### src/rtl/ureg_pkg.sv
// Shared definitions for the universal register: operation encoding and widths.
package ureg_pkg;

  localparam int MODE_W = 3;

  localparam logic [MODE_W-1:0] HOLD = 3'd0;
  localparam logic [MODE_W-1:0] LOAD = 3'd1;
  localparam logic [MODE_W-1:0] SHL  = 3'd2;
  localparam logic [MODE_W-1:0] SHR  = 3'd3;
  localparam logic [MODE_W-1:0] INC  = 3'd4;
  localparam logic [MODE_W-1:0] DEC  = 3'd5;
  localparam logic [MODE_W-1:0] ROL  = 3'd6;
  localparam logic [MODE_W-1:0] ROR  = 3'd7;

endpackage

### src/rtl/ureg_bit.sv
// One bit of the universal register: next-state select plus flop.
// Neighbour and arithmetic sources are prepared by the parent.
module ureg_bit
  import ureg_pkg::*;
#(
  parameter logic RST_BIT = 1'b0
) (
  input  logic              clk,
  input  logic              clrbar,
  input  logic              sclr,
  input  logic              ce,
  input  logic [MODE_W-1:0] mode,
  input  logic              d,
  input  logic              shl_src,
  input  logic              shr_src,
  input  logic              rol_src,
  input  logic              ror_src,
  input  logic              inc_src,
  input  logic              dec_src,
  output logic              q
);

  always_ff @(posedge clk or negedge clrbar) begin
    if (!clrbar) begin
      q <= RST_BIT;
    end else if (sclr) begin
      q <= RST_BIT;
    end else if (ce) begin
      case (mode)
        HOLD:    q <= q;
        LOAD:    q <= d;
        SHL:     q <= shl_src;
        SHR:     q <= shr_src;
        INC:     q <= inc_src;
        DEC:     q <= dec_src;
        ROL:     q <= rol_src;
        ROR:     q <= ror_src;
        // An unknown mode must poison the bit rather than silently hold.
        default: q <= 1'bx;
      endcase
    end
  end

endmodule

### src/rtl/ureg_ce.sv
// Universal register with clock enable, sync/async clear, shift/rotate,
// increment/decrement and a registered carry/borrow pulse.
module ureg_ce
  import ureg_pkg::*;
#(
  parameter int                 WIDTH   = 8,
  parameter logic [WIDTH-1:0]   RST_VAL = '0
) (
  input  logic              clk,
  input  logic              clrbar,
  input  logic              ce,
  input  logic              sclr,
  input  logic [MODE_W-1:0] mode,
  input  logic [WIDTH-1:0]  d,
  input  logic              sin,
  output logic [WIDTH-1:0]  q,
  output logic [WIDTH-1:0]  qbar,
  output logic              co,
  output logic              sout
);

  logic [WIDTH-1:0] shl_v, shr_v, rol_v, ror_v, inc_v, dec_v;

  assign shl_v = {q[WIDTH-2:0], sin};
  assign shr_v = {sin, q[WIDTH-1:1]};
  assign rol_v = {q[WIDTH-2:0], q[WIDTH-1]};
  assign ror_v = {q[0], q[WIDTH-1:1]};
  assign inc_v = q + {{(WIDTH-1){1'b0}}, 1'b1};
  assign dec_v = q - {{(WIDTH-1){1'b0}}, 1'b1};

  for (genvar i = 0; i < WIDTH; i++) begin : g_bit
    ureg_bit #(
      .RST_BIT (RST_VAL[i])
    ) u_bit (
      .clk     (clk),
      .clrbar  (clrbar),
      .sclr    (sclr),
      .ce      (ce),
      .mode    (mode),
      .d       (d[i]),
      .shl_src (shl_v[i]),
      .shr_src (shr_v[i]),
      .rol_src (rol_v[i]),
      .ror_src (ror_v[i]),
      .inc_src (inc_v[i]),
      .dec_src (dec_v[i]),
      .q       (q[i])
    );
  end

  // co marks the wrap of the edge just taken, so it is cleared by anything
  // that is not an actual INC/DEC wrap.
  always_ff @(posedge clk or negedge clrbar) begin
    if (!clrbar) begin
      co <= 1'b0;
    end else if (sclr || !ce) begin
      co <= 1'b0;
    end else begin
      co <= ((mode == INC) && (&q)) || ((mode == DEC) && (q == '0));
    end
  end

  assign qbar = ~q;

  always_comb begin
    sout = 1'b0;
    case (mode)
      SHL, ROL: sout = q[WIDTH-1];
      SHR, ROR: sout = q[0];
      default:  sout = 1'b0;
    endcase
  end

endmodule

### config.mk
export PLATFORM = sky130hd
export DESIGN_NAME = ureg_ce
export DESIGN_NICKNAME = d
export VERILOG_FILES = /design/src/rtl/ureg_pkg.sv /design/src/rtl/ureg_bit.sv /design/src/rtl/ureg_ce.sv
export SDC_FILE = /design/constraint.sdc
export NUM_CORES = 1
export LEC_CHECK = 0
export ABC_AREA = 1
export CAP_MARGIN = 0
export CORE_MARGIN = 5
export CORE_UTILIZATION = 46
export DETAILED_ROUTE_END_ITERATION = 10
export PLACE_DENSITY = 0.8
export SYNTH_ARGS = -nofsm -noshare
export SYNTH_HDL_FRONTEND = slang
export SYNTH_SLANG_ARGS = --single-unit
### constraint.sdc
create_clock -name clk -period 1.9 [get_ports clk]
set_input_delay 0.38 -clock clk [delete_from_list [all_inputs] [get_ports clk]]
set_output_delay 0.38 -clock clk [all_outputs]
set_load 0.1 [all_outputs]
==> results of run 1 <==
[metal layers]
metal	global-route usage [%]	part of all wire, %	up-vias
met1	29.0	39	613
li1	-	-	653
met2	39.7	50	89
met5	0	0	-
met3	3.56	9.9	4
met4	4.30	0.51	0
[kinds of logic after synthesis]
| group | after synthesis | synth area share (%) |
|---|---|---|
| DFF | 9 | 21.5 |
| adders and majority gates | 2 | 2.39 |
| and+or+nand+nor | 112 | 46.5 |
| AOI/OAI and AO/OA | 25 | 13.9 |
| buffers and inverters | 32 | 15.7 |
[registers in the layout, indices dropped and copies added (netlist names)]
register and flops:
g_bit.u_bit.q 8, co 1
[power breakdown]
part / switching [uW] / internal [uW] / total (uW)
combinational: 348 / 194 / 542
clock: 68.2 / 81.0 / 149
sequential: 28.5 / 203 / 232
[repair_timing]
action,in CTS,in global routing
buffers inserted,0,3
gates resized for setup,0,4
endpoints found under the setup margin,0,1
[critical path: stages (launching register included)]
cell and delay, ps:
dfrtp_2 480, clkinvlp_4 220, o22ai_4 180, buf_12 190
[stage by stage]
step	setup WS [ps]	cells
finish	181	245
global route	77.1	245
CTS	12.9	242
detailed placement	6.79	238
global placement	53.0	238
floorplan	-55.8	180
[path summary, 6_finish.rpt]
kind / start / end / cells past startpoint
worst max-delay path: g_bit[7].u_bit.q / sout / 3
worst min-delay path: clrbar / g_bit[2].u_bit.q / 1
worst max register to register: g_bit[1].u_bit.q / g_bit[6].u_bit.q / 9
worst min register to register: g_bit[7].u_bit.q / co / 1
max in group asynchronous: clrbar / g_bit[7].u_bit.q / 1
min in group clk: g_bit[7].u_bit.q / co / 1
[layout make-up]
class                   count  share of cell area, %
inverters                  19                   4.78
clock buffers               4                   1.59
flip-flops and latches      9                   13.7
repair buffers             46                   36.4
multi-input cells         139                   41.4
well taps                  28                   2.12
[placed cells by master, fill, tap and decap left out, types with 3 or more instances in the layout]
cell             Yosys  layout
buf_12               0      17
o21ai_1              8       8
nand2_1             44      44
o21ai_0              6       6
nor2_1              32      32
inv_1               12       9
clkbuf_4             0       3
nand3_1             24      24
clkdlybuf4s50_1      0      13
inv_2                7       8
a21oi_1              3       3
buf_4                9      14
dfrtp_1              9       8
==> impl_metrics.toml, run 1 <==
[detailed_routing]
num_vias = 1359
drc = 0
routedWlPerCell_um = 15.4
avgViaCountPerCell = 5.55
wl_um = 3760
ant_nets = 0
drtPass1Iterations = 6
dr.first_iter.drc_count = 100

[sta]
setup-tns-final_ps = 0
fin_crit_ps = 1720
clock_skew_ps = 4.90
drv_slew = 0
setup_viol = 0
hold_slack_ps = 409
post-route-period-util_pct = 90.5
tightestPinTransition_ps = 403
max_freq_mhz = 582
final_hold_viol_count = 0
max_slew_margin_pct = 73.1
rsz0062_at_grt = "false"

[pwr]
leakagePower_uw = 0.000802
power.total_uw = 923
pwr_density_cell_nw_per_um2 = 559
vdd_ir_drop_max_v = 0.000604

[floorplanning]
rows = 17
die_width_um = 57.7
initial_core_util_pct = 47.7
coreArea_um2 = 2190
die_y_um = 57.7
ios = 34
die_area_um2 = 3330

[finish]
area_delta_synth_final_pct = 57.8
n_antenna_cell = 0
regArea_um2 = 226
multiInputGateArea_um2 = 683
final_util_pct = 75.3
drive_gt1_share_pct = 25.3
fillerInstances = 175
nets = 236
postLayoutCellArea_um2 = 1650

[global_routing]
grt_usage_pct = 22.5
grt_pass1_vias = 1223
grt_pass1_wl_um = 5840
antenna_found_initial = 0
grt_overflow = 0
grt_max_degree = 12

[worst_setup_path]
rrSetupSlack_ps = 250
crit_type = "flop to output pin"
critPathMaxFanout = 6
cp.required_ps = 1520
cp_data_arrival_time_ps = 1340
startpoint_type = "flop"
worstSetupEndpointType = "output pin"

[clock_network]
clkSinkCount = 9
cts_buffers = 3
cts_hold_buf = 0
cts_tree = "yes"
cts-root-buf = "clkbuf_4"
clock_path_buffers = 2
cts_htree_levels = 1
clkTransAtPathRegs_ps = 60
clkLatencyLatePin_ps = 260

[yosys]
synth_seq_area_share_pct = 21.5
ys_async_sr_fraction_pct = 100
netlist_instances = 180
syn-num-nets = 198
postSynthAreaPerCell_um2 = 5.81
synth_edf_count = 0
ys_warn_count = 0
synth.most_common_cell = "nand2_1"
synth.top_cell.area_share_pct = 21.5
mappedNetlistArea_um2 = 1050
synth.top_cells.by_count = "44 x nand2_1, 32 x nor2_1, 24 x nand3_1, 12 x inv_1"
ys_ff_latch = 9
synthFlopType = "dfrtp_1"
yosysTopAreaCell = "dfrtp_1"
yosys-top-cells-area = "dfrtp_1 22%, nand2_1 16%, nand3_1 11%"
synth.distinct_cells = 30

[placement]
port_buffers = 33
place_hpwl_um = 2920
placed_area_um2 = 1590
finalWeightedCongestion = 0.948

[flow_run]
maxCapViolCount = 0

[run_status]
status = "completed"

[hold_path]
hp-class = "input pin to async pin"
(Power assumes the default switching activity.)
==> run 2: changes to the inputs <==
- CORE_UTILIZATION: 46 -> 41
- PLACE_DENSITY: 0.8 -> 0.75
- REMOVE_ABC_BUFFERS: not set -> 1
- clock period: 1.9 -> 1.39 ns (I/O delays scaled with it)
==> impl_metrics.toml, run 2 (synthesized netlist as in run 1, its figures left out) <==
[detailed_routing]
dr.first_iter.drc_count = 198
num_vias = 1716
wl_um = 5040
drc = 0
routedWlPerCell_um = 17.6
drtPass1Iterations = 9
ant_nets = 0
avgViaCountPerCell = 5.98

[pwr]
leakagePower_uw = 0.00101
vdd_ir_drop_max_v = 0.000632
pwr_density_cell_nw_per_um2 = 712

[clock_network]
cts_buffers = 3
clkTransAtPathRegs_ps = 80
cts-root-buf = "clkbuf_4"
clkSinkCount = 9
cts_htree_levels = 1
cts_tree = "yes"
clkLatencyLatePin_ps = 280
clock_path_buffers = 2

[worst_setup_path]
r2r_cells = 7
crit_top_cell = "nand2_1"
rrSetupSlack_ps = -110
crit_type = "flop to flop"
critPathMaxFanout = 4
worstSetupEndpointType = "flop"
cpPeakStageDelay_ps = 420
path_cells = "buf_4 -> ha_2 -> or2_2 -> nand3_1 -> nand2_1 -> o21ai_1 -> nand2_1"
reg2reg_from = "g_bit[0].u_bit.q"
cp_data_arrival_time_ps = 1670
worst_r2r_endpoint = "g_bit[2].u_bit.q"
cp.required_ps = 1560
crit_buf_inv = 1
cpMaxStageDelayCell = "dfrtp_2"
startpoint_type = "flop"
crit_family = "simple AND/OR/NAND/NOR gates"

[finish]
layout_common_cells = "45 x buf_4, 42 x nand2_1, 28 x nor2_1, 21 x nand3_1, 20 x buf_12"
largest_reg_flops = 8
final_common_cell = "buf_4"
reg.largest.list = "g_bit.u_bit.q (8), co (1)"
fin_cells = 287
drive_gt1_share_pct = 44.7
n_antenna_cell = 0
top_register = "g_bit.u_bit.q"
nets = 276
area_delta_synth_final_pct = 95.9

[floorplanning]
ios = 34
die_width_um = 60.5
initial_core_util_pct = 42.6
die_area_um2 = 3660
coreArea_um2 = 2450
rows = 18
die_y_um = 60.5

[sta]
fin_crit_ps = 1500
post-route-period-util_pct = 108
max_freq_mhz = 666
max_slew_margin_pct = 66.1
tightestPinTransition_ps = 508
setup_viol = 10
fin_ws_ps = -111
clock_skew_ps = 2.85
final_hold_viol_count = 0
drv_slew = 0
setup-tns-final_ps = -545
rsz0062_at_grt = "true"

[global_routing]
grt_overflow = 0
antenna_found_initial = 0
grt.busiest_layer = "met2"
grtUsageMet2_pct = 44.3
grt_pass1_wl_um = 7270
use_met1_pct = 30.2
grt_usage_pct = 26.7
grt.met3_usage_pct = 6.17
grt_pass1_vias = 1583
grt_max_degree = 13

[run_status]
status = "finished, violations left"
violations = "setup timing"

[placement]
placed_cells = 265
post-place-ws_ps = -336
place_hpwl_um = 3080
finalWeightedCongestion = 0.882
port_buffers = 33

[flow_run]
maxCapViolCount = 0

[hold_path]
hp-class = "input pin to async pin"
-- run 2: cell types whose count changed in the layout (fill, tap and decap cells not counted), sizes merged --
cell,delta
dlygate4sd2,+2
buf,+40
dlymetal6s2s,-1
clkdlybuf4s50,-1
inv,+2
clkinvlp,-2
-- run 2: final cells by class --
| type | count | area, um2 |
|---|---|---|
| flip-flops and latches | 9 | 231 |
| inverters | 19 | 76.3 |
| clock buffers | 4 | 26.3 |
| multi-input cells | 139 | 722 |
| fillers | 141 | 405 |
| repair buffers | 86 | 956 |
| well taps | 30 | 37.5 |
-- run 2: power breakdown --
group	total (uW)	switching, uW	internal [uW]
logic	922	548	374
clock network	235	124	111
registers	303	23.4	279
total	1460	695	765
-- run 2: through the flow --
step           hold WS [ps]  util, %  instance area (um2)  total power (uW)
2_1_floorplan         -17.6        -                  953               725
3_3_place_gp            584     71.9                 1760              1070
3_5_place_dp            601     71.9                 1760              1080
4_1_cts                 343     78.6                 1930              1380
5_1_grt                 367     83.5                 2050              1510
6_report                332     83.5                 2050              1460
-- run 2: worst max-delay path by stage --
stage | start | endpoint | slack (ps) | cells after the start
finish | g_bit[0].u_bit.q | g_bit[2].u_bit.q | -110 | 7
global route | g_bit[0].u_bit.q | g_bit[2].u_bit.q | -160 | 7
CTS | g_bit[0].u_bit.q | g_bit[2].u_bit.q | -80 | 7
detailed placement | mode[1] | g_bit[3].u_bit.q | -340 | 8
global placement | mode[1] | g_bit[3].u_bit.q | -310 | 8
floorplan | g_bit[0].u_bit.q | sout | -2300 | 2
-- run 2: timing repair --
item / in CTS / in global routing
endpoints found under the hold margin: 0 / 0
setup buffers: 9 / 9
hold buffers: 0 / 0
endpoints found under the setup margin: 19 / 19
resized for setup: 25 / 18
pin swaps: 6 / 9
-- run 2: metal layers --
metal / wire length [um] / share of wire (%)
met1: 1780 / 35
met2: 2320 / 46
met3: 585 / 12
met4: 359 / 7.1
met5: 0 / 0
==> run 3: changes to the inputs <==
- RECOVER_POWER: not set -> 25
==> impl_metrics.toml, run 3 (synthesized netlist as in run 1, its figures left out) <==
[run_status]
status = "finished, violations left"
violations = "setup timing"

[floorplanning]
ios = 34
die_width_um = 60.5
die_area_um2 = 3660
coreArea_um2 = 2450
initial_core_util_pct = 42.6
rows = 18
die_y_um = 60.5

[global_routing]
grt.met3_usage_pct = 6.17
grt_usage_pct = 26.7
antenna_found_initial = 0
use_met1_pct = 30.2
grtUsageMet2_pct = 44.3
grt_overflow = 0
grt_pass1_vias = 1583
grt.busiest_layer = "met2"
grt_pass1_wl_um = 7270
grt_max_degree = 13

[worst_setup_path]
critPathMaxFanout = 4
startpoint_type = "flop"
worstSetupEndpointType = "flop"
cp.required_ps = 1560
crit_type = "flop to flop"
cp_data_arrival_time_ps = 1670

[sta]
post-route-period-util_pct = 108
fin_ws_ps = -110
tightestPinTransition_ps = 510
final_hold_viol_count = 0
setup_viol = 10
clock_skew_ps = 2.79
max_slew_margin_pct = 65.9
rsz0062_at_grt = "true"
max_freq_mhz = 667
fin_crit_ps = 1500
drv_slew = 0

[clock_network]
clkSinkCount = 9
cts-root-buf = "clkbuf_4"
cts_tree = "yes"
cts_htree_levels = 1
clkTransAtPathRegs_ps = 80
cts_buffers = 3
clock_path_buffers = 2
clkLatencyLatePin_ps = 280
cts_hold_buf = 0

[pwr]
pwr_density_cell_nw_per_um2 = 712
vdd_ir_drop_max_v = 0.000631
leakagePower_uw = 0.00101

[placement]
port_buffers = 33
finalWeightedCongestion = 0.882
placed_cells = 265
place_hpwl_um = 3080
post-place-ws_ps = -336

[detailed_routing]
drc = 0
wl_um = 5060
num_vias = 1702
avgViaCountPerCell = 5.93
dr.first_iter.drc_count = 198
routedWlPerCell_um = 17.6
ant_nets = 0
drtPass1Iterations = 7

[finish]
reg.largest.list = "g_bit.u_bit.q (8), co (1)"
fin_cells = 287
drive_gt1_share_pct = 44.7
final_common_cell = "buf_4"
largest_reg_flops = 8
n_antenna_cell = 0
nets = 276
area_delta_synth_final_pct = 95.9
layout_common_cells = "45 x buf_4, 42 x nand2_1, 28 x nor2_1, 21 x nand3_1, 20 x buf_12"
top_register = "g_bit.u_bit.q"

[flow_run]
maxCapViolCount = 0

[hold_path]
hp-class = "input pin to async pin"
[run 3: cell types whose count changed in the layout (fill, tap and decap cells not counted), sizes merged]
cell | previous run | this run
clkdlybuf4s50 | 12 | 11
dlygate4sd3 | 0 | 1
[run 3: cell type report]
type                            instances  area [um2]
Multi-Input combinational cell        139         722
Inverter                               19        76.3
Clock buffer                            4        26.3
Fill cell                             141         405
Sequential cell                         9         231
Timing Repair Buffer                   86         956
Tap cell                               30        37.5
[run 3: stage by stage]
stage          cell area [um2]  setup TNS [ps]  hold WS, ps  power (uW)  util (%)
5_1_grt                   2050           -1130          437        1510      83.5
6_report                  2050            -517          402        1460      83.5
4_1_cts                   1930            -300          343        1380      78.6
3_3_place_gp              1760           -2740          584        1070      71.9
2_1_floorplan              953          -18080        -17.6         725         -
3_5_place_dp              1760           -3160          601        1080      71.9
[run 3: report_power, final]
part | switching, uW | total (uW) | internal, uW
sequential | 23.0 | 302 | 279
clock | 123 | 235 | 111
combinational | 548 | 921 | 373
total | 694 | 1460 | 764
[run 3: final timing paths]
path | endpoint | startpoint | cells past startpoint | slack [ps]
min | g_bit[6].u_bit.q | clrbar | 1 | 400
max in group asynchronous | g_bit[3].u_bit.q | clrbar | 1 | 620
max | g_bit[2].u_bit.q | g_bit[0].u_bit.q | 7 | -110
max reg2reg | g_bit[2].u_bit.q | g_bit[0].u_bit.q | 7 | -110
min in group clk | g_bit[0].u_bit.q | mode[2] | 5 | 520
min reg2reg | co | g_bit[7].u_bit.q | 2 | 640
[run 3: per-layer routing]
metal	wire length, um	vias up
met3	557	49
li1	-	735
met4	331	0
met2	2360	154
met5	0	-
met1	1820	764
[run 3: critical path: stages (launching register included)]
cell and delay, ps:
dfrtp_2 420, buf_4 160, ha_2 190, or2_2 280, nand3_1 90, nand2_1 50, o21ai_1 130, nand2_1 60
[run 3: what timing repair did]
item	4_1_cts	5_1_grt
gates cloned	0	0
setup endpoints to repair	19	19
setup buffers	9	9
pin swaps	6	9
gates resized for setup	25	18
